===== config.mk =====
export PLATFORM = sky130hd
export DESIGN_NAME = gx_reset_seq
export DESIGN_NICKNAME = d
export VERILOG_FILES = /design/src/rtl/gx_rst_pkg.sv /design/src/rtl/gx_rx_rst_ch.sv /design/src/rtl/gx_reset_seq.sv
export SDC_FILE = /design/constraint.sdc
export NUM_CORES = 1
export LEC_CHECK = 0
export CAP_MARGIN = 20
export CORE_MARGIN = 2
export CORE_UTILIZATION = 58
export DETAILED_ROUTE_END_ITERATION = 16
export GPL_TIMING_DRIVEN = 0
export PLACE_DENSITY_LB_ADDON = 0.2
export SKIP_CTS_REPAIR_TIMING = 1
export SLEW_MARGIN = 0
export SYNTH_ARGS = -nofsm -noshare
export SYNTH_HDL_FRONTEND = slang
export SYNTH_SLANG_ARGS = --single-unit

===== constraint.sdc =====
create_clock -name clk -period 4.4 [get_ports clk]
set_clock_uncertainty 0.05 [all_clocks]
set_input_delay 0.44 -clock clk [delete_from_list [all_inputs] [get_ports clk]]
set_output_delay 0.44 -clock clk [all_outputs]
set_load 0.05 [all_outputs]

===== src/rtl/gx_rst_pkg.sv =====
// gx_rst_pkg: shared state encodings and counter sizing for the transceiver reset sequencer
package gx_rst_pkg;
  typedef enum logic [1:0] {TX_ANA, TX_DIG, TX_RDY} tx_state_e;
  typedef enum logic [1:0] {RX_ANA, RX_LOCK, RX_RDY} rx_state_e;
  function automatic int cnt_w(input int a, input int b, input int c, input int d);
    int m;
    m = a;
    if (b > m) m = b;
    if (c > m) m = c;
    if (d > m) m = d;
    return $clog2(m + 1);
  endfunction
endpackage


===== src/rtl/gx_rx_rst_ch.sv =====
// gx_rx_rst_ch: one RX lane's reset FSM with CDR-lock synchronizer and stable counter
module gx_rx_rst_ch
  import gx_rst_pkg::*;
#(
  parameter int CW       = 5,
  parameter int ANA_CYC  = 8,
  parameter int LOCK_CYC = 16
) (
  input  logic clk,
  input  logic reset,
  input  logic cal_busy_i,
  input  logic lock_i,
  input  logic go_i,
  input  logic drop_i,
  output logic stable_o,
  output logic abort_o,
  output logic ana_o,
  output logic dig_o,
  output logic rdy_o
);
  rx_state_e state_q, state_d;
  logic [CW-1:0] cnt_q, cnt_d, cnt_inc;
  logic [1:0] sync_q, sync_d;
  logic ana_q, ana_d, dig_q, dig_d, rdy_q, rdy_d;
  logic lock_s, busy_abort;
  assign lock_s     = sync_q[1];
  assign busy_abort = state_q != RX_ANA && cal_busy_i;
  // stable_o is true on the cycle whose edge completes LOCK_CYC consecutive locked cycles
  assign stable_o   = state_q == RX_LOCK && lock_s && cnt_q >= CW'(LOCK_CYC - 1);
  assign abort_o    = busy_abort || (state_q == RX_RDY && !lock_s);
  assign ana_o      = ana_q;
  assign dig_o      = dig_q;
  assign rdy_o      = rdy_q;
  always_comb begin
    sync_d  = {sync_q[0], lock_i};
    cnt_inc = cnt_q >= CW'(state_q == RX_ANA ? ANA_CYC : LOCK_CYC) ? cnt_q : cnt_q + 1'b1;
    state_d = state_q;
    cnt_d   = cnt_q;
    if (busy_abort) begin
      state_d = RX_ANA;
      cnt_d   = '0;
    end else if (state_q == RX_ANA) begin
      cnt_d = cal_busy_i ? '0 : cnt_inc;
      if (!cal_busy_i && cnt_q >= CW'(ANA_CYC - 1)) begin
        state_d = RX_LOCK;
        cnt_d   = '0;
      end
    end else if (state_q == RX_LOCK) begin
      cnt_d = lock_s && !drop_i ? cnt_inc : '0;
      if (go_i && !drop_i) begin
        state_d = RX_RDY;
        cnt_d   = '0;
      end
    end else if (!lock_s || drop_i) begin
      state_d = RX_LOCK;
      cnt_d   = '0;
    end
    ana_d = state_d == RX_ANA;
    dig_d = state_d != RX_RDY;
    rdy_d = state_d == RX_RDY;
  end
  always_ff @(posedge clk) begin
    if (reset) begin
      state_q <= RX_ANA;
      cnt_q   <= '0;
      sync_q  <= '0;
      ana_q   <= 1'b1;
      dig_q   <= 1'b1;
      rdy_q   <= 1'b0;
    end else begin
      state_q <= state_d;
      cnt_q   <= cnt_d;
      sync_q  <= sync_d;
      ana_q   <= ana_d;
      dig_q   <= dig_d;
      rdy_q   <= rdy_d;
    end
  end
endmodule


===== src/rtl/gx_reset_seq.sv =====
// gx_reset_seq: transceiver reset sequencer with shared TX FSM and per-lane (optionally bonded) RX FSMs
module gx_reset_seq
  import gx_rst_pkg::*;
#(
  parameter int CH_N       = 1,
  parameter int BONDED     = 0,
  parameter int TX_ANA_CYC = 8,
  parameter int RX_ANA_CYC = 8,
  parameter int DIG_CYC    = 4,
  parameter int LOCK_CYC   = 16
) (
  input  logic            clk,
  input  logic            reset,
  input  logic            pll_locked_i,
  input  logic [CH_N-1:0] tx_cal_busy_i,
  input  logic [CH_N-1:0] rx_cal_busy_i,
  input  logic [CH_N-1:0] rx_is_lockedtodata_i,
  output logic [CH_N-1:0] tx_analogreset_o,
  output logic [CH_N-1:0] tx_digitalreset_o,
  output logic [CH_N-1:0] rx_analogreset_o,
  output logic [CH_N-1:0] rx_digitalreset_o,
  output logic            tx_ready_o,
  output logic [CH_N-1:0] rx_ready_o
);
  localparam int CW = cnt_w(TX_ANA_CYC, RX_ANA_CYC, DIG_CYC, LOCK_CYC);
  tx_state_e tx_state_q, tx_state_d;
  logic [CW-1:0] tx_cnt_q, tx_cnt_d, tx_lim;
  logic tx_ana_q, tx_ana_d, tx_dig_q, tx_dig_d, tx_rdy_q, tx_rdy_d;
  logic [CH_N-1:0] stable, abort, go, drop;
  always_comb begin
    tx_lim     = tx_state_q == TX_ANA ? CW'(TX_ANA_CYC) : CW'(DIG_CYC);
    tx_cnt_d   = tx_cnt_q >= tx_lim ? tx_cnt_q : tx_cnt_q + 1'b1;
    tx_state_d = tx_state_q;
    if (tx_state_q != TX_ANA && !pll_locked_i) begin
      tx_state_d = TX_ANA;
      tx_cnt_d   = '0;
    end else if (tx_state_q == TX_ANA && tx_cnt_q >= CW'(TX_ANA_CYC - 1) && pll_locked_i && !(|tx_cal_busy_i)) begin
      tx_state_d = TX_DIG;
      tx_cnt_d   = '0;
    end else if (tx_state_q == TX_DIG && tx_cnt_q >= CW'(DIG_CYC - 1)) begin
      tx_state_d = TX_RDY;
      tx_cnt_d   = '0;
    end
    tx_ana_d = tx_state_d == TX_ANA;
    tx_dig_d = tx_state_d != TX_RDY;
    tx_rdy_d = tx_state_d == TX_RDY;
  end
  always_ff @(posedge clk) begin
    if (reset) begin
      tx_state_q <= TX_ANA;
      tx_cnt_q   <= '0;
      tx_ana_q   <= 1'b1;
      tx_dig_q   <= 1'b1;
      tx_rdy_q   <= 1'b0;
    end else begin
      tx_state_q <= tx_state_d;
      tx_cnt_q   <= tx_cnt_d;
      tx_ana_q   <= tx_ana_d;
      tx_dig_q   <= tx_dig_d;
      tx_rdy_q   <= tx_rdy_d;
    end
  end
  // Bonded lanes release together and fall back together on any lane's lock loss or recalibration
  assign go   = BONDED != 0 ? {CH_N{&stable}} : stable;
  assign drop = {CH_N{BONDED != 0 && |abort}};
  assign tx_analogreset_o  = {CH_N{tx_ana_q}};
  assign tx_digitalreset_o = {CH_N{tx_dig_q}};
  assign tx_ready_o        = tx_rdy_q;
  for (genvar c = 0; c < CH_N; c++) begin : g_ch
    gx_rx_rst_ch #(
      .CW      (CW),
      .ANA_CYC (RX_ANA_CYC),
      .LOCK_CYC(LOCK_CYC)
    ) u_ch (
      .clk       (clk),
      .reset     (reset),
      .cal_busy_i(rx_cal_busy_i[c]),
      .lock_i    (rx_is_lockedtodata_i[c]),
      .go_i      (go[c]),
      .drop_i    (drop[c]),
      .stable_o  (stable[c]),
      .abort_o   (abort[c]),
      .ana_o     (rx_analogreset_o[c]),
      .dig_o     (rx_digitalreset_o[c]),
      .rdy_o     (rx_ready_o[c])
    );
  end
endmodule


== Word level (Yosys, flattened, before mapping) ==
Index checks and enable logic that the tools add are counted.
Word-level totals
  bits in registers: 22
  bits of input ports: 6
  output and inout port bits: 6
  word-level logic and storage cells: 65
Cells by class
  add/sub/neg operators: 2
  magnitude comparators: 6
  eq/ne operators: 7
  multiplexer cells: 19
  reduce and logical (&&, ||, !) cells: 20
Operators with widths (count)
  $mux 5: 9
  $mux 2: 9
  $add 5x1->5 const B: 2
  $ge 5x3->1 const B: 2
  $logic_and 1x1->1: 9
  $logic_not 2->1: 4
  $ge 5x2->1 const B: 1
  $ge 5x4->1: 1
  $ge 5x4->1 const B: 1
  $ge 5x5->1: 1
  $eq 2x1->1 const B: 2
  $eq 2x2->1 const B: 2
  $mux 4: 1
  $ne 2x2->1 const B: 2
  $reduce_bool 2->1: 2
  $reduce_or 4->1: 1
  $logic_not 1->1: 3
  $ne 3x3->1 const B: 1
  $reduce_or 2->1: 1

== Logic depth before layout (Yosys ltp) ==
Gate-level depths: netlist (run 1).
  depth in word-level cells: 8
  depth in mapped cells: 7

== Modules after synthesis ==
Synthesis (run 1) repeated with hierarchy kept, for this count alone.
Unflattened totals
  cells, all modules: 125
  area total of the unflattened synthesis: 1153.6 µm²
Modules (own cells, without submodules)
  gx_rx_rst_ch: instances 1, cells an instance 67, area each 626.9 µm², seq. area each 240.2 µm²
  gx_reset_seq: instances 1, cells an instance 58, area each 526.8 µm², seq. area each 200.2 µm²

== Worst setup path after synthesis (run 1) ==
OpenSTA, ideal clock, no wires.
  path type: reg2reg
  start: register tx_state_q[0]
  end: register tx_cnt_q[3]
  arrival time: 1908 ps
  data required time: 4280 ps
  setup slack: 2372 ps
  stages on the path, launching flop included: 8
  buffers on the path: 1
  period minus slack after synthesis: 2028 ps
  path through: dfxtp_1 > or2_0 > clkbuf_2 > ha_1 > a21bo_2 > a211o_1 > or3_1 > a21oi_1
Between the ends
  longest elaborated chain between the ends: 5
  elaborated cells on any way between the ends: 11
Ends and longest elaborated chain
  start: declaration: RTL line gx_reset_seq.sv:26  | tx_state_e tx_state_q, tx_state_d;
  start signal: assignment: RTL line gx_reset_seq.sv:56  | tx_state_q <= tx_state_d;
  parallel branches: the longest is 5 deep, another holds $ge 5x4->1
  end signal: assignment: RTL line gx_reset_seq.sv:57  | tx_cnt_q <= tx_cnt_d;
  end: declaration: RTL line gx_reset_seq.sv:27  | logic [CW-1:0] tx_cnt_q, tx_cnt_d, tx_lim;
Parallel ways; which one is timed is not known.
A chain may end at the register's enable or synchronous reset.

== Worst setup path in the final report (run 1) ==
Ends and elaborated chain as after synthesis.

==> results of run 1 <==
## sequential cells by signal (all words and copies together) (netlist names)
signal             flops
g_ch.u_ch.ana_o        1
g_ch.u_ch.cnt_q        5
g_ch.u_ch.dig_o        1
g_ch.u_ch.rdy_o        1
g_ch.u_ch.state_q      2
g_ch.u_ch.sync_q       2
tx_analogreset_o       1
tx_cnt_q               5
tx_digitalreset_o      1
tx_ready_o             1
tx_state_q             2
## how the worst max path moves through the flow
stage	startpoint	to	slack, ns	cells past startpoint
3_5_place_dp	tx_state_q[0]	tx_cnt_q[3]	2.24	7
4_1_cts	tx_state_q[0]	tx_cnt_q[3]	2.21	7
3_3_place_gp	tx_state_q[0]	tx_cnt_q[3]	2.29	7
2_1_floorplan	tx_state_q[0]	tx_cnt_q[3]	2.37	7
5_1_grt	tx_state_q[0]	tx_cnt_q[3]	2.13	7
6_report	tx_state_q[0]	tx_cnt_q[3]	2.21	7
## power groups by stage
| stage | combinational (mW) | clock (mW) | sequential, mW |
|---|---|---|---|
| 2_1_floorplan | 0.0200 | 0 | 0.211 |
| 5_1_grt | 0.0349 | 0.122 | 0.209 |
| 3_3_place_gp | 0.0292 | 0 | 0.212 |
| 6_report | 0.0315 | 0.112 | 0.208 |
| 4_1_cts | 0.0313 | 0.115 | 0.208 |
| 3_5_place_dp | 0.0309 | 0 | 0.212 |
## logic make-up (layout without fill, tap and decap cells)
logic type | after synthesis | after routing | synth area share, %
muxes | 1 | 1 | 0.914
and+or+nand+nor | 40 | 40 | 19.7
buffers and inverters | 13 | 28 | 4.91
xor gates and xnor gates | 3 | 3 | 2.40
DFF | 22 | 22 | 40.2
adders and majority gates | 7 | 7 | 8.00
AOI/OAI and AO/OA | 38 | 38 | 23.9
## layout by cell type (no fill, tap or decap), drive strengths merged, types with 2 or more instances in the layout
master	netlist	routed
clkdlybuf4s50	0	11
a21oi	12	12
a21o	2	2
ha	7	7
nor2b	2	2
clkbuf	3	7
nor3	3	3
or3	3	3
nand3	3	3
dfxtp	22	22
or2	2	2
o21ai	8	8
o211ai	2	2
o21ba	2	2
nor2	11	11
nand4	3	3
xnor2	2	2
inv	9	9
nand2	4	4
## Yosys cell counts, types with 2 or more instances
master,n
xnor2_1,2
clkbuf_1,2
a21oi_1,12
inv_1,9
nand2_1,4
o21ai_0,8
nand3_1,3
nor2b_1,2
nor2_1,11
ha_1,7
or3_1,3
nor3_1,3
dfxtp_1,22
a21o_1,2
o21ba_2,2
nand4_1,3
## final cells by class
| class | count | area, sq um | area share, % |
|---|---|---|---|
| Timing Repair Buffer | 11 | 110 | 8.65 |
| Inverter | 9 | 33.8 | 2.65 |
| Clock buffer | 4 | 36.3 | 2.85 |
| Sequential cell | 22 | 440 | 34.6 |
| Multi-Input combinational cell | 89 | 601 | 47.2 |
| Buffer | 4 | 20.0 | 1.57 |
| Tap cell | 25 | 31.3 | 2.46 |
## critical path, stage by stage, from the launching register on
cell and delay, ns:
dfxtp_1 0.36, or2_0 0.20, clkbuf_2 0.16, ha_1 0.28, a21bo_2 0.19, a211o_1 0.38
or3_1 0.37, a21oi_1 0.14
## stage by stage
stage | power [mW] | cell area [sq um]
after floorplan | 0.231 | 1090
after global placement | 0.241 | 1240
after detailed placement | 0.243 | 1240
after CTS | 0.354 | 1270
after global routing | 0.365 | 1270
final | 0.351 | 1270
## metal layers
| layer | wire length [um] | vias to the layer above | track usage (%) |
|---|---|---|---|
| met2 | 856 | 24 | 27.0 |
| met3 | 83 | 2 | 5.66 |
| met1 | 1050 | 420 | 29.0 |
| met5 | 0 | - | 0 |
| li1 | - | 481 | - |
| met4 | 14 | 0 | 8.33 |
==> impl_results.html, run 1 <==
<table>
<tr><th>Metric</th><th>Value</th></tr>
<tr><th colspan="2">Synthesis</th></tr>
<tr><td>Post-synthesis sequential element count</td><td>22</td></tr>
<tr><td>Leading register cell type out of synthesis</td><td>dfxtp_1</td></tr>
<tr><td>Top cells by area, synth</td><td>dfxtp_1, ha_1, a21oi_1</td></tr>
<tr><td>Library cell occupying the most area in the post-synthesis netlist</td><td>dfxtp_1</td></tr>
<tr><td>Area share of the largest cell type after synthesis</td><td>roughly 40%</td></tr>
<tr><td>EDFF count, synth</td><td>0</td></tr>
<tr><td>Number of distinct library cells after synthesis</td><td>45</td></tr>
<tr><td>Synthesized area divided by synthesized cell count</td><td>around 8.8 sq um</td></tr>
<tr><td>Async set-reset flop share out of synthesis</td><td>0%</td></tr>
<tr><td>Count of synthesis-stage warnings from yosys</td><td>0</td></tr>
<tr><td>Sequential share of the synthesized area</td><td>around two fifths</td></tr>
<tr><td>Synth Instances</td><td>124</td></tr>
<tr><td>Post-Syn Area</td><td>approximately 1100 sq um</td></tr>
<tr><td>Syn nets</td><td>~140</td></tr>
<tr><th colspan="2">Floorplanning</th></tr>
<tr><td>Boundary Pins</td><td>12</td></tr>
<tr><td>Number of standard-cell rows in the floorplan</td><td>15</td></tr>
<tr><td>Area of the die</td><td>2250 sq um</td></tr>
<tr><td>Vertical die dimension</td><td>47.4 um</td></tr>
<tr><td>Horizontal die dimension</td><td>around 47 um</td></tr>
<tr><td>Placeable Area</td><td>1750 sq um</td></tr>
<tr><td>Initial cell density of the core</td><td>62.7%</td></tr>
<tr><th colspan="2">Clock tree</th></tr>
<tr><td>CTS tree</td><td>built</td></tr>
<tr><td>Clk slew on worst S/H paths</td><td>0.12 ns</td></tr>
<tr><td>Number of sinks handled by clock tree synthesis</td><td>22</td></tr>
<tr><td>H-Tree Level Count</td><td>1</td></tr>
<tr><td>Latest clock arrival within the worst-skew pair</td><td>0.31 ns</td></tr>
<tr><td>Clock tree root driver cell</td><td>clkbuf_4</td></tr>
<tr><td>Max Buffers Root-to-Sink</td><td>2</td></tr>
<tr><td>Clock buffer count from CTS</td><td>3</td></tr>
<tr><th colspan="2">Detailed routing</th></tr>
<tr><td>Residual antenna-violating net count after detailed routing</td><td>0</td></tr>
<tr><td>Detailed-route vias per instance</td><td>5.65</td></tr>
<tr><td>Drt total wl</td><td>2000 um</td></tr>
<tr><td>Number of design rule violations left after detail routing</td><td>0</td></tr>
<tr><td>Vias after detailed routing</td><td>about 930</td></tr>
<tr><td>Wire length per cell</td><td>12.2 um</td></tr>
<tr><td>Number of iterations in the first detailed-routing pass</td><td>4</td></tr>
<tr><td>Violation count after the first detailed-route iteration</td><td>25</td></tr>
<tr><th colspan="2">Timing</th></tr>
<tr><td>Relative slew margins</td><td>56.5%</td></tr>
<tr><td>Min setup slack post-route</td><td>about 2.2 ns</td></tr>
<tr><td>Worst hold-check slack</td><td>0.410 ns</td></tr>
<tr><td>Setup repair after global routing missed its margin</td><td>false</td></tr>
<tr><td>Final Slew Violations</td><td>0</td></tr>
<tr><td>Fmax</td><td>0.456 GHz</td></tr>
<tr><td>Number of hold violations in the final report</td><td>0</td></tr>
<tr><td>Sum of negative setup slack</td><td>0 ns</td></tr>
<tr><td>Worst-margin pin slew</td><td>0.636 ns</td></tr>
<tr><td>Number of setup violations in the final report</td><td>0</td></tr>
<tr><td>Share of the cycle needed by the critical path after routing</td><td>between 40% and 50%</td></tr>
<tr><td>Final critical path time including I/O delays and setup</td><td>2.20 ns</td></tr>
<tr><th colspan="2">Placed design</th></tr>
<tr><td>Cell Count Post-Placement</td><td>160</td></tr>
<tr><td>DPL Wire Length</td><td>around 1500 um</td></tr>
<tr><td>Global placer's final weighted congestion</td><td>0.883</td></tr>
<tr><td>Post-placement worst setup slack</td><td>2.24 ns</td></tr>
<tr><td>Number of I/O port buffers</td><td>11</td></tr>
<tr><th colspan="2">Layout</th></tr>
<tr><td>Area overhead of the layout relative to synthesis</td><td>16.2%</td></tr>
<tr><td>Fraction of final layout cells sized beyond drive strength 1</td><td>9.35%</td></tr>
<tr><td>Share of the core filled with cells in the final layout</td><td>around 73%</td></tr>
<tr><td>Total number of nets in the final design</td><td>153</td></tr>
<tr><td>Diodes inserted</td><td>0</td></tr>
<tr><td>Fill cell count</td><td>~130</td></tr>
<tr><td>Final cell count without fillers</td><td>164</td></tr>
<tr><th colspan="2">Power and ir drop</th></tr>
<tr><td>Pint</td><td>269 uW</td></tr>
<tr><td>LEAKAGE</td><td>0.520 nW</td></tr>
<tr><td>Peak VDD IR</td><td>0.246 mV</td></tr>
<tr><td>Pwr/cell area</td><td>276 nW/um^2</td></tr>
<tr><td>Portion of total power attributed to combinational logic</td><td>9.0%</td></tr>
<tr><td>NetSw</td><td>82.4 uW</td></tr>
<tr><td>Sequential group share of total power</td><td>59.3%</td></tr>
<tr><td>Clock power frac</td><td>31.8%</td></tr>
<tr><td>Share of total power consumed by net switching</td><td>23.5%</td></tr>
<tr><th colspan="2">Min path</th></tr>
<tr><td>Hold Startpoint</td><td>g_ch[0].u_ch.sync_q[0]</td></tr>
<tr><td>Hold Path Sink</td><td>g_ch[0].u_ch.sync_q[1]</td></tr>
<tr><td>Depth of the worst hold-timing path</td><td>1</td></tr>
<tr><td>Class of the tightest hold or removal check</td><td>reg2reg</td></tr>
<tr><th colspan="2">Global route</th></tr>
<tr><td>Pin count of the biggest net entering global routing</td><td>13</td></tr>
<tr><td>Remaining global-route overflow</td><td>0</td></tr>
<tr><td>Number of global-route vias before repair</td><td>about 730</td></tr>
<tr><td>Wire length of the first global-routing pass</td><td>approximately 3100 um</td></tr>
<tr><td>Total routing resource utilization after global routing</td><td>19.8%</td></tr>
<tr><td>Antenna violations before repair</td><td>0</td></tr>
<tr><th colspan="2">Critical path</th></tr>
<tr><td>Critical Path RT</td><td>between 4 and 5 ns</td></tr>
<tr><td>Reg2Reg Capture Point</td><td>tx_cnt_q[3]</td></tr>
<tr><td>Critical Path Fanout Max</td><td>7</td></tr>
<tr><td>Startpoint type of the worst setup path</td><td>register</td></tr>
<tr><td>Category of the most critical setup path</td><td>reg2reg</td></tr>
<tr><td>R2R depth</td><td>7</td></tr>
<tr><td>Critical path arrival</td><td>2.39 ns</td></tr>
<tr><td>Register-to-register path setup slack</td><td>2.21 ns</td></tr>
<tr><td>Worst reg2reg startpoint</td><td>tx_state_q[0]</td></tr>
<tr><td>Endpoint class of the critical path</td><td>register</td></tr>
<tr><th colspan="2">Job</th></tr>
<tr><td>Number of max-cap violations</td><td>0</td></tr>
<tr><th colspan="2">Outcome</th></tr>
<tr><td>Outcome</td><td>completed</td></tr>
</table>
Note: power is estimated with default switching activity, not from simulation.
==> run 2: changes to the inputs <==
--- a/config.mk
+++ b/config.mk
@@ -7,7 +7,7 @@
 export LEC_CHECK = 0
 export CAP_MARGIN = 20
 export CORE_MARGIN = 2
-export CORE_UTILIZATION = 58
+export CORE_UTILIZATION = 54
 export DETAILED_ROUTE_END_ITERATION = 16
 export GPL_TIMING_DRIVEN = 0
 export PLACE_DENSITY_LB_ADDON = 0.2
==> constraint.sdc (replaced) <==
create_clock -name clk -period 2.2 [get_ports clk]
set_clock_uncertainty 0.05 [all_clocks]
set_input_delay 0.22 -clock clk [delete_from_list [all_inputs] [get_ports clk]]
set_output_delay 0.22 -clock clk [all_outputs]
set_load 0.05 [all_outputs]
==> impl_results.html, run 2 (synthesis results as in run 1) <==
<table>
<tr><th>Metric</th><th>Value</th></tr>
<tr><th colspan="2">Outcome</th></tr>
<tr><td>Outcome</td><td>completed</td></tr>
<tr><th colspan="2">Floorplanning</th></tr>
<tr><td>Horizontal die dimension</td><td>49.0 um (+3.3%)</td></tr>
<tr><td>Placeable Area</td><td>1940 sq um (+11%)</td></tr>
<tr><td>Boundary Pins</td><td>12 (unchanged)</td></tr>
<tr><td>Initial cell density of the core</td><td>56.4% (-6.3 points)</td></tr>
<tr><td>Number of standard-cell rows in the floorplan</td><td>16 (+1)</td></tr>
<tr><td>Area of the die</td><td>2400 sq um (+6.8%)</td></tr>
<tr><td>Vertical die dimension</td><td>49.0 um (+3.3%)</td></tr>
<tr><th colspan="2">Layout</th></tr>
<tr><td>Final cell count without fillers</td><td>165 (+0.61%)</td></tr>
<tr><td>Fill cell count</td><td>173 (+31%)</td></tr>
<tr><td>Largest registers</td><td>g_ch.u_ch.cnt_q x5, tx_cnt_q x5</td></tr>
<tr><td>Share of the core filled with cells in the final layout</td><td>65.5% (-7.4 points)</td></tr>
<tr><td>Total number of nets in the final design</td><td>153 (unchanged)</td></tr>
<tr><td>Fraction of final layout cells sized beyond drive strength 1</td><td>10.1% (+0.79 points)</td></tr>
<tr><td>Area overhead of the layout relative to synthesis</td><td>16.1% (about the same)</td></tr>
<tr><td>Diodes inserted</td><td>0 (unchanged)</td></tr>
<tr><td>Most used cells in the layout excluding fill and tap cells</td><td>dfxtp_1, a21oi_1, nor2_1, clkdlybuf4s50_1, inv_1</td></tr>
<tr><td>Most frequent standard cell in the layout excluding fill and tap cells</td><td>dfxtp_1</td></tr>
<tr><th colspan="2">Timing</th></tr>
<tr><td>Setup repair after global routing missed its margin</td><td>false</td></tr>
<tr><td>Share of the cycle needed by the critical path after routing</td><td>96.8% (+47 points)</td></tr>
<tr><td>Final critical path time including I/O delays and setup</td><td>2.13 ns (-0.0660 ns)</td></tr>
<tr><td>Number of setup violations in the final report</td><td>0 (unchanged)</td></tr>
<tr><td>Fmax</td><td>0.470 GHz (+3.1%)</td></tr>
<tr><td>Relative slew margins</td><td>63.1% (+6.5 points)</td></tr>
<tr><td>Worst-margin pin slew</td><td>0.540 ns (-0.0956 ns)</td></tr>
<tr><td>Sum of negative setup slack</td><td>0 ns (unchanged)</td></tr>
<tr><td>Final Slew Violations</td><td>0 (unchanged)</td></tr>
<tr><td>Number of hold violations in the final report</td><td>0 (unchanged)</td></tr>
<tr><th colspan="2">Global route</th></tr>
<tr><td>Number of global-route vias before repair</td><td>808 (+10%)</td></tr>
<tr><td>Antenna violations before repair</td><td>0 (unchanged)</td></tr>
<tr><td>Total routing resource utilization after global routing</td><td>18.0% (-1.8 points)</td></tr>
<tr><td>Pin count of the biggest net entering global routing</td><td>12 (-1)</td></tr>
<tr><td>Wire length of the first global-routing pass</td><td>3370 um (+8.7%)</td></tr>
<tr><td>Remaining global-route overflow</td><td>0 (unchanged)</td></tr>
<tr><th colspan="2">Clock tree</th></tr>
<tr><td>Latest clock arrival within the worst-skew pair</td><td>0.29 ns (-0.02 ns)</td></tr>
<tr><td>CTS tree</td><td>built</td></tr>
<tr><td>Clock tree root driver cell</td><td>clkbuf_4</td></tr>
<tr><td>H-Tree Level Count</td><td>1 (unchanged)</td></tr>
<tr><td>Max Buffers Root-to-Sink</td><td>2 (unchanged)</td></tr>
<tr><td>Number of sinks handled by clock tree synthesis</td><td>22 (unchanged)</td></tr>
<tr><td>Clk slew on worst S/H paths</td><td>0.11 ns (about the same)</td></tr>
<tr><td>Clock buffer count from CTS</td><td>3 (unchanged)</td></tr>
<tr><th colspan="2">Placed design</th></tr>
<tr><td>Cell Count Post-Placement</td><td>162 (+1.3%)</td></tr>
<tr><td>Global placer's final weighted congestion</td><td>0.820 (-7.2%)</td></tr>
<tr><td>DPL Wire Length</td><td>1460 um (+0.56%)</td></tr>
<tr><td>Number of I/O port buffers</td><td>11 (unchanged)</td></tr>
<tr><th colspan="2">Critical path</th></tr>
<tr><td>Critical Path RT</td><td>2.38 ns (-2.22 ns)</td></tr>
<tr><td>Endpoint class of the critical path</td><td>register</td></tr>
<tr><td>Startpoint type of the worst setup path</td><td>register</td></tr>
<tr><td>Critical Path Fanout Max</td><td>7 (unchanged)</td></tr>
<tr><td>Critical path arrival</td><td>2.31 ns (-0.08 ns)</td></tr>
<tr><td>Category of the most critical setup path</td><td>reg2reg</td></tr>
<tr><th colspan="2">Power and ir drop</th></tr>
<tr><td>LEAKAGE</td><td>0.514 nW (-1.2%)</td></tr>
<tr><td>Peak VDD IR</td><td>0.339 mV (+38%)</td></tr>
<tr><td>Pwr/cell area</td><td>509 nW/um^2 (+84%)</td></tr>
<tr><th colspan="2">Min path</th></tr>
<tr><td>Class of the tightest hold or removal check</td><td>reg2reg</td></tr>
<tr><th colspan="2">Detailed routing</th></tr>
<tr><td>Vias after detailed routing</td><td>902 (-2.7%)</td></tr>
<tr><td>Detailed-route vias per instance</td><td>5.47 (-3.3%)</td></tr>
<tr><td>Wire length per cell</td><td>11.8 um (-3.7%)</td></tr>
<tr><td>Drt total wl</td><td>1940 um (-3.1%)</td></tr>
<tr><td>Residual antenna-violating net count after detailed routing</td><td>0 (unchanged)</td></tr>
<tr><td>Number of design rule violations left after detail routing</td><td>0 (unchanged)</td></tr>
<tr><td>Number of iterations in the first detailed-routing pass</td><td>4 (unchanged)</td></tr>
<tr><td>Violation count after the first detailed-route iteration</td><td>13 (-48%)</td></tr>
<tr><th colspan="2">Job</th></tr>
<tr><td>Number of max-cap violations</td><td>0 (unchanged)</td></tr>
</table>
-- run 2: cell count changes in the layout (fill, tap and decap cells not counted), sizes merged --
cell | before | now
buf | 1 | 2
clkbuf | 7 | 5
-- run 2: power breakdown --
part           total (mW)  switching [mW]  internal (mW)
registers           0.416         0.00884          0.407
clock network       0.170           0.106         0.0637
logic              0.0608          0.0319         0.0289
-- run 2: worst max-delay path: stages (launching register included) --
cell and delay [ns]:
dfxtp_2 0.35, or2_0 0.18, buf_2 0.15, ha_1 0.27, a21bo_2 0.20, a211o_4 0.37
or3_1 0.35, a21oi_1 0.14
-- run 2: final cells by class --
cell class	count	area [sq um]	area share [%]
buffer	4	20.0	1.57
clock buffer	3	22.5	1.77
inverter	9	33.8	2.66
multi-input combinational	89	609	47.9
sequential	22	442	34.7
tap	27	33.8	2.66
timing repair buffer	11	110	8.66
-- run 2: worst paths after layout --
path                                        startpoint                     end  slack [ns]  depth (start not counted)
worst max-delay path                     tx_state_q[0]             tx_cnt_q[3]        0.07                          7
worst min-delay path            g_ch[0].u_ch.sync_q[0]  g_ch[0].u_ch.sync_q[1]        0.40                          1
worst max register to register           tx_state_q[0]             tx_cnt_q[3]        0.07                          7
worst min register to register  g_ch[0].u_ch.sync_q[0]  g_ch[0].u_ch.sync_q[1]        0.40                          1
-- run 2: stage by stage --
step	worst slack [ns]	hold WS, ns	power, mW	instance area [sq um]
2_1_floorplan	0.172	0.242	0.463	1090
3_3_place_gp	0.0936	0.372	0.483	1240
3_5_place_dp	0.0383	0.379	0.486	1240
4_1_cts	0.0194	0.406	0.655	1260
5_1_grt	0.00998	0.426	0.683	1270
6_report	0.0710	0.400	0.647	1270
-- run 2: per-layer routing --
layer | vias to the layer above | track usage [%] | share of wire (%)
met5 | - | 0 | 0
met4 | 0 | 9.05 | 2.0
met3 | 4 | 3.07 | 1.9
met2 | 9 | 31.3 | 49
met1 | 414 | 21.2 | 47
li1 | 475 | - | -
==> run 3: changes to the inputs <==
--- a/config.mk
+++ b/config.mk
@@ -7,8 +7,9 @@
 export LEC_CHECK = 0
 export CAP_MARGIN = 20
 export CORE_MARGIN = 2
-export CORE_UTILIZATION = 54
+export CORE_UTILIZATION = 60
 export DETAILED_ROUTE_END_ITERATION = 16
+export DONT_BUFFER_PORTS = 1
 export GPL_TIMING_DRIVEN = 0
 export PLACE_DENSITY_LB_ADDON = 0.2
 export SKIP_CTS_REPAIR_TIMING = 1
==> impl_results.html, run 3 (synthesis results as in run 1) <==
<table>
<tr><th>Metric</th><th>Value</th></tr>
<tr><th colspan="2">Layout</th></tr>
<tr><td>Fill cell count</td><td>166 (-4.0%)</td></tr>
<tr><td>Most frequent standard cell in the layout excluding fill and tap cells</td><td>dfxtp_1</td></tr>
<tr><td>Final cell count without fillers</td><td>154 (-6.7%)</td></tr>
<tr><td>Fraction of final layout cells sized beyond drive strength 1</td><td>11.6% (+1.5 points)</td></tr>
<tr><td>Total number of nets in the final design</td><td>144 (-5.9%)</td></tr>
<tr><td>Most used cells in the layout excluding fill and tap cells</td><td>dfxtp_1, a21oi_1, nor2_1</td></tr>
<tr><td>Largest registers</td><td>g_ch.u_ch.cnt_q x5, tx_cnt_q x5</td></tr>
<tr><td>Area of all placed cells without fillers</td><td>1180 sq um (-7.0%)</td></tr>
<tr><td>Area overhead of the layout relative to synthesis</td><td>8.00%</td></tr>
<tr><td>Diodes inserted</td><td>0 (unchanged)</td></tr>
<tr><th colspan="2">Detailed routing</th></tr>
<tr><td>Detailed-route vias per instance</td><td>5.97 (+9.2%)</td></tr>
<tr><td>Violation count after the first detailed-route iteration</td><td>21 (+8)</td></tr>
<tr><td>Vias after detailed routing</td><td>919 (+1.9%)</td></tr>
<tr><td>Number of iterations in the first detailed-routing pass</td><td>4 (unchanged)</td></tr>
<tr><td>Drt total wl</td><td>2040 um (+5.1%)</td></tr>
<tr><td>Residual antenna-violating net count after detailed routing</td><td>0 (unchanged)</td></tr>
<tr><td>Wire length per cell</td><td>13.2 um (+13%)</td></tr>
<tr><td>Number of design rule violations left after detail routing</td><td>0 (unchanged)</td></tr>
<tr><th colspan="2">Timing</th></tr>
<tr><td>Share of the cycle needed by the critical path after routing</td><td>96.3% (-0.44 points)</td></tr>
<tr><td>Worst hold-check slack</td><td>-0.00229 ns (-0.402 ns)</td></tr>
<tr><td>Worst-margin pin slew</td><td>0.535 ns (-0.00522 ns)</td></tr>
<tr><td>Final Slew Violations</td><td>0 (unchanged)</td></tr>
<tr><td>Number of hold violations in the final report</td><td>1 (+1)</td></tr>
<tr><td>Number of setup violations in the final report</td><td>0 (unchanged)</td></tr>
<tr><td>Final critical path time including I/O delays and setup</td><td>2.12 ns (-0.00970 ns)</td></tr>
<tr><td>Setup repair after global routing missed its margin</td><td>false</td></tr>
<tr><td>Relative slew margins</td><td>63.4% (+0.36 points)</td></tr>
<tr><td>Fmax</td><td>0.472 GHz (+0.46%)</td></tr>
<tr><th colspan="2">Floorplanning</th></tr>
<tr><td>Initial cell density of the core</td><td>63.4% (+7.0 points)</td></tr>
<tr><td>Number of standard-cell rows in the floorplan</td><td>15 (-1)</td></tr>
<tr><td>Boundary Pins</td><td>12 (unchanged)</td></tr>
<tr><td>Vertical die dimension</td><td>46.7 um (-4.7%)</td></tr>
<tr><td>Area of the die</td><td>2180 sq um (-9.2%)</td></tr>
<tr><td>Placeable Area</td><td>1730 sq um (-11%)</td></tr>
<tr><td>Horizontal die dimension</td><td>46.7 um (-4.7%)</td></tr>
<tr><th colspan="2">Clock tree</th></tr>
<tr><td>Clock buffer count from CTS</td><td>3 (unchanged)</td></tr>
<tr><td>Clk slew on worst S/H paths</td><td>0.11 ns (about the same)</td></tr>
<tr><td>Max Buffers Root-to-Sink</td><td>2 (unchanged)</td></tr>
<tr><td>H-Tree Level Count</td><td>1 (unchanged)</td></tr>
<tr><td>Clock tree root driver cell</td><td>clkbuf_4</td></tr>
<tr><td>CTS tree</td><td>built</td></tr>
<tr><td>Latest clock arrival within the worst-skew pair</td><td>0.29 ns (about the same)</td></tr>
<tr><td>Number of sinks handled by clock tree synthesis</td><td>22 (unchanged)</td></tr>
<tr><th colspan="2">Outcome</th></tr>
<tr><td>Outcome</td><td>finished with violations</td></tr>
<tr><td>Failing checks</td><td>negative hold slack</td></tr>
<tr><th colspan="2">Global route</th></tr>
<tr><td>Total routing resource utilization after global routing</td><td>20.8% (+2.9 points)</td></tr>
<tr><td>Antenna violations before repair</td><td>0 (unchanged)</td></tr>
<tr><td>Number of global-route vias before repair</td><td>801 (-0.87%)</td></tr>
<tr><td>Pin count of the biggest net entering global routing</td><td>12 (unchanged)</td></tr>
<tr><td>Remaining global-route overflow</td><td>0 (unchanged)</td></tr>
<tr><td>Wire length of the first global-routing pass</td><td>3260 um (-3.1%)</td></tr>
<tr><th colspan="2">Critical path</th></tr>
<tr><td>Critical Path RT</td><td>2.38 ns (about the same)</td></tr>
<tr><td>Critical path arrival</td><td>2.30 ns (about the same)</td></tr>
<tr><td>Critical Path Fanout Max</td><td>7 (unchanged)</td></tr>
<tr><td>Startpoint type of the worst setup path</td><td>register</td></tr>
<tr><td>Delay-heaviest family, CP</td><td>compound AO/OA/AOI/OAI gates</td></tr>
<tr><td>Slowest cell on the critical path</td><td>or3_1</td></tr>
<tr><td>Sum of buffers and inverters on the critical path</td><td>1 (unchanged)</td></tr>
<tr><td>Cells along the critical path</td><td>or2_0, buf_2, ha_1, a21bo_2, a211o_4, or3_1, a21oi_2</td></tr>
<tr><td>Endpoint class of the critical path</td><td>register</td></tr>
<tr><td>Stage delay of the slowest cell on the critical path</td><td>0.37 ns (about the same)</td></tr>
<tr><td>Category of the most critical setup path</td><td>reg2reg</td></tr>
<tr><th colspan="2">Placed design</th></tr>
<tr><td>Cell Count Post-Placement</td><td>149 (-8.0%)</td></tr>
<tr><td>DPL Wire Length</td><td>1470 um (+0.90%)</td></tr>
<tr><td>Cell Area, Placed</td><td>1130 sq um (-9.1%)</td></tr>
<tr><td>Global placer's final weighted congestion</td><td>0.832 (+1.5%)</td></tr>
<tr><td>Number of I/O port buffers</td><td>0 (-11)</td></tr>
<tr><th colspan="2">Power and ir drop</th></tr>
<tr><td>Pwr/cell area</td><td>540 nW/um^2 (+6.2%)</td></tr>
<tr><td>Peak VDD IR</td><td>0.364 mV (+7.2%)</td></tr>
<tr><td>LEAKAGE</td><td>0.478 nW (-7.0%)</td></tr>
<tr><td>Total power of the final layout</td><td>639 uW (-1.3%)</td></tr>
<tr><th colspan="2">Job</th></tr>
<tr><td>Number of max-cap violations</td><td>0 (unchanged)</td></tr>
<tr><th colspan="2">Min path</th></tr>
<tr><td>Class of the tightest hold or removal check</td><td>in2reg</td></tr>
</table>
-- run 3: changes by cell type in the layout (fill, tap and decap cells not counted) --
cell | previous run | this run
a21oi_1 | 12 | 11
dlygate4sd3_1 | 0 | 2
a21oi_2 | 0 | 1
clkdlybuf4s50_1 | 11 | 0
-- run 3: cell type report --
class	count	area (sq um)	area share [%]
Buffer	4	20.0	1.69
Sequential cell	22	442	37.4
Timing Repair Buffer	2	20.0	1.69
Clock buffer	3	22.5	1.90
Multi-Input combinational cell	89	613	51.9
Tap cell	25	31.3	2.65
Inverter	9	33.8	2.86
-- run 3: worst reg2reg max path, delay by kind of cell (launching register included) --
family	cells	cell delay, ns
fa+ha+maj	1	0.28
simple gates	2	0.55
buf+inv	1	0.15
compound gates	3	0.68
flops	1	0.35
-- run 3: worst paths after layout --
path,from,endpoint,slack [ns],cells past startpoint
hold / removal,rx_is_lockedtodata_i,g_ch[0].u_ch.sync_q[0],-0.002,1
setup / recovery,tx_state_q[0],tx_cnt_q[3],0.08,7
hold reg to reg,g_ch[0].u_ch.sync_q[0],g_ch[0].u_ch.sync_q[1],0.40,1
setup reg to reg,tx_state_q[0],tx_cnt_q[3],0.08,7
-- run 3: power breakdown --
part	switching (mW)	internal [mW]	total [mW]
clock	0.106	0.0637	0.169
sequential	0.00946	0.407	0.416
combinational	0.0292	0.0236	0.0529
total	0.144	0.494	0.639
-- run 3: through the flow --
step / utilization [%] / setup WS [ns] / TNS (ns)
final: 68.5 / 0.0807 / 0
after global routing: 68.5 / 0.00399 / 0
after CTS: 66.5 / -0.00866 / -0.00866
after detailed placement: 65.2 / 0.0185 / 0
after global placement: 65.2 / 0.0943 / 0
after floorplan: - / 0.172 / 0
-- run 3: routing by layer --
layer / vias to the layer above / GRT usage, % / share of wire, %
met4: 0 / 8.33 / 2.2
met1: 425 / 23.4 / 42
met2: 33 / 38.1 / 50
met5: - / 0 / 0
li1: 457 / - / -
met3: 4 / 4.31 / 5.1
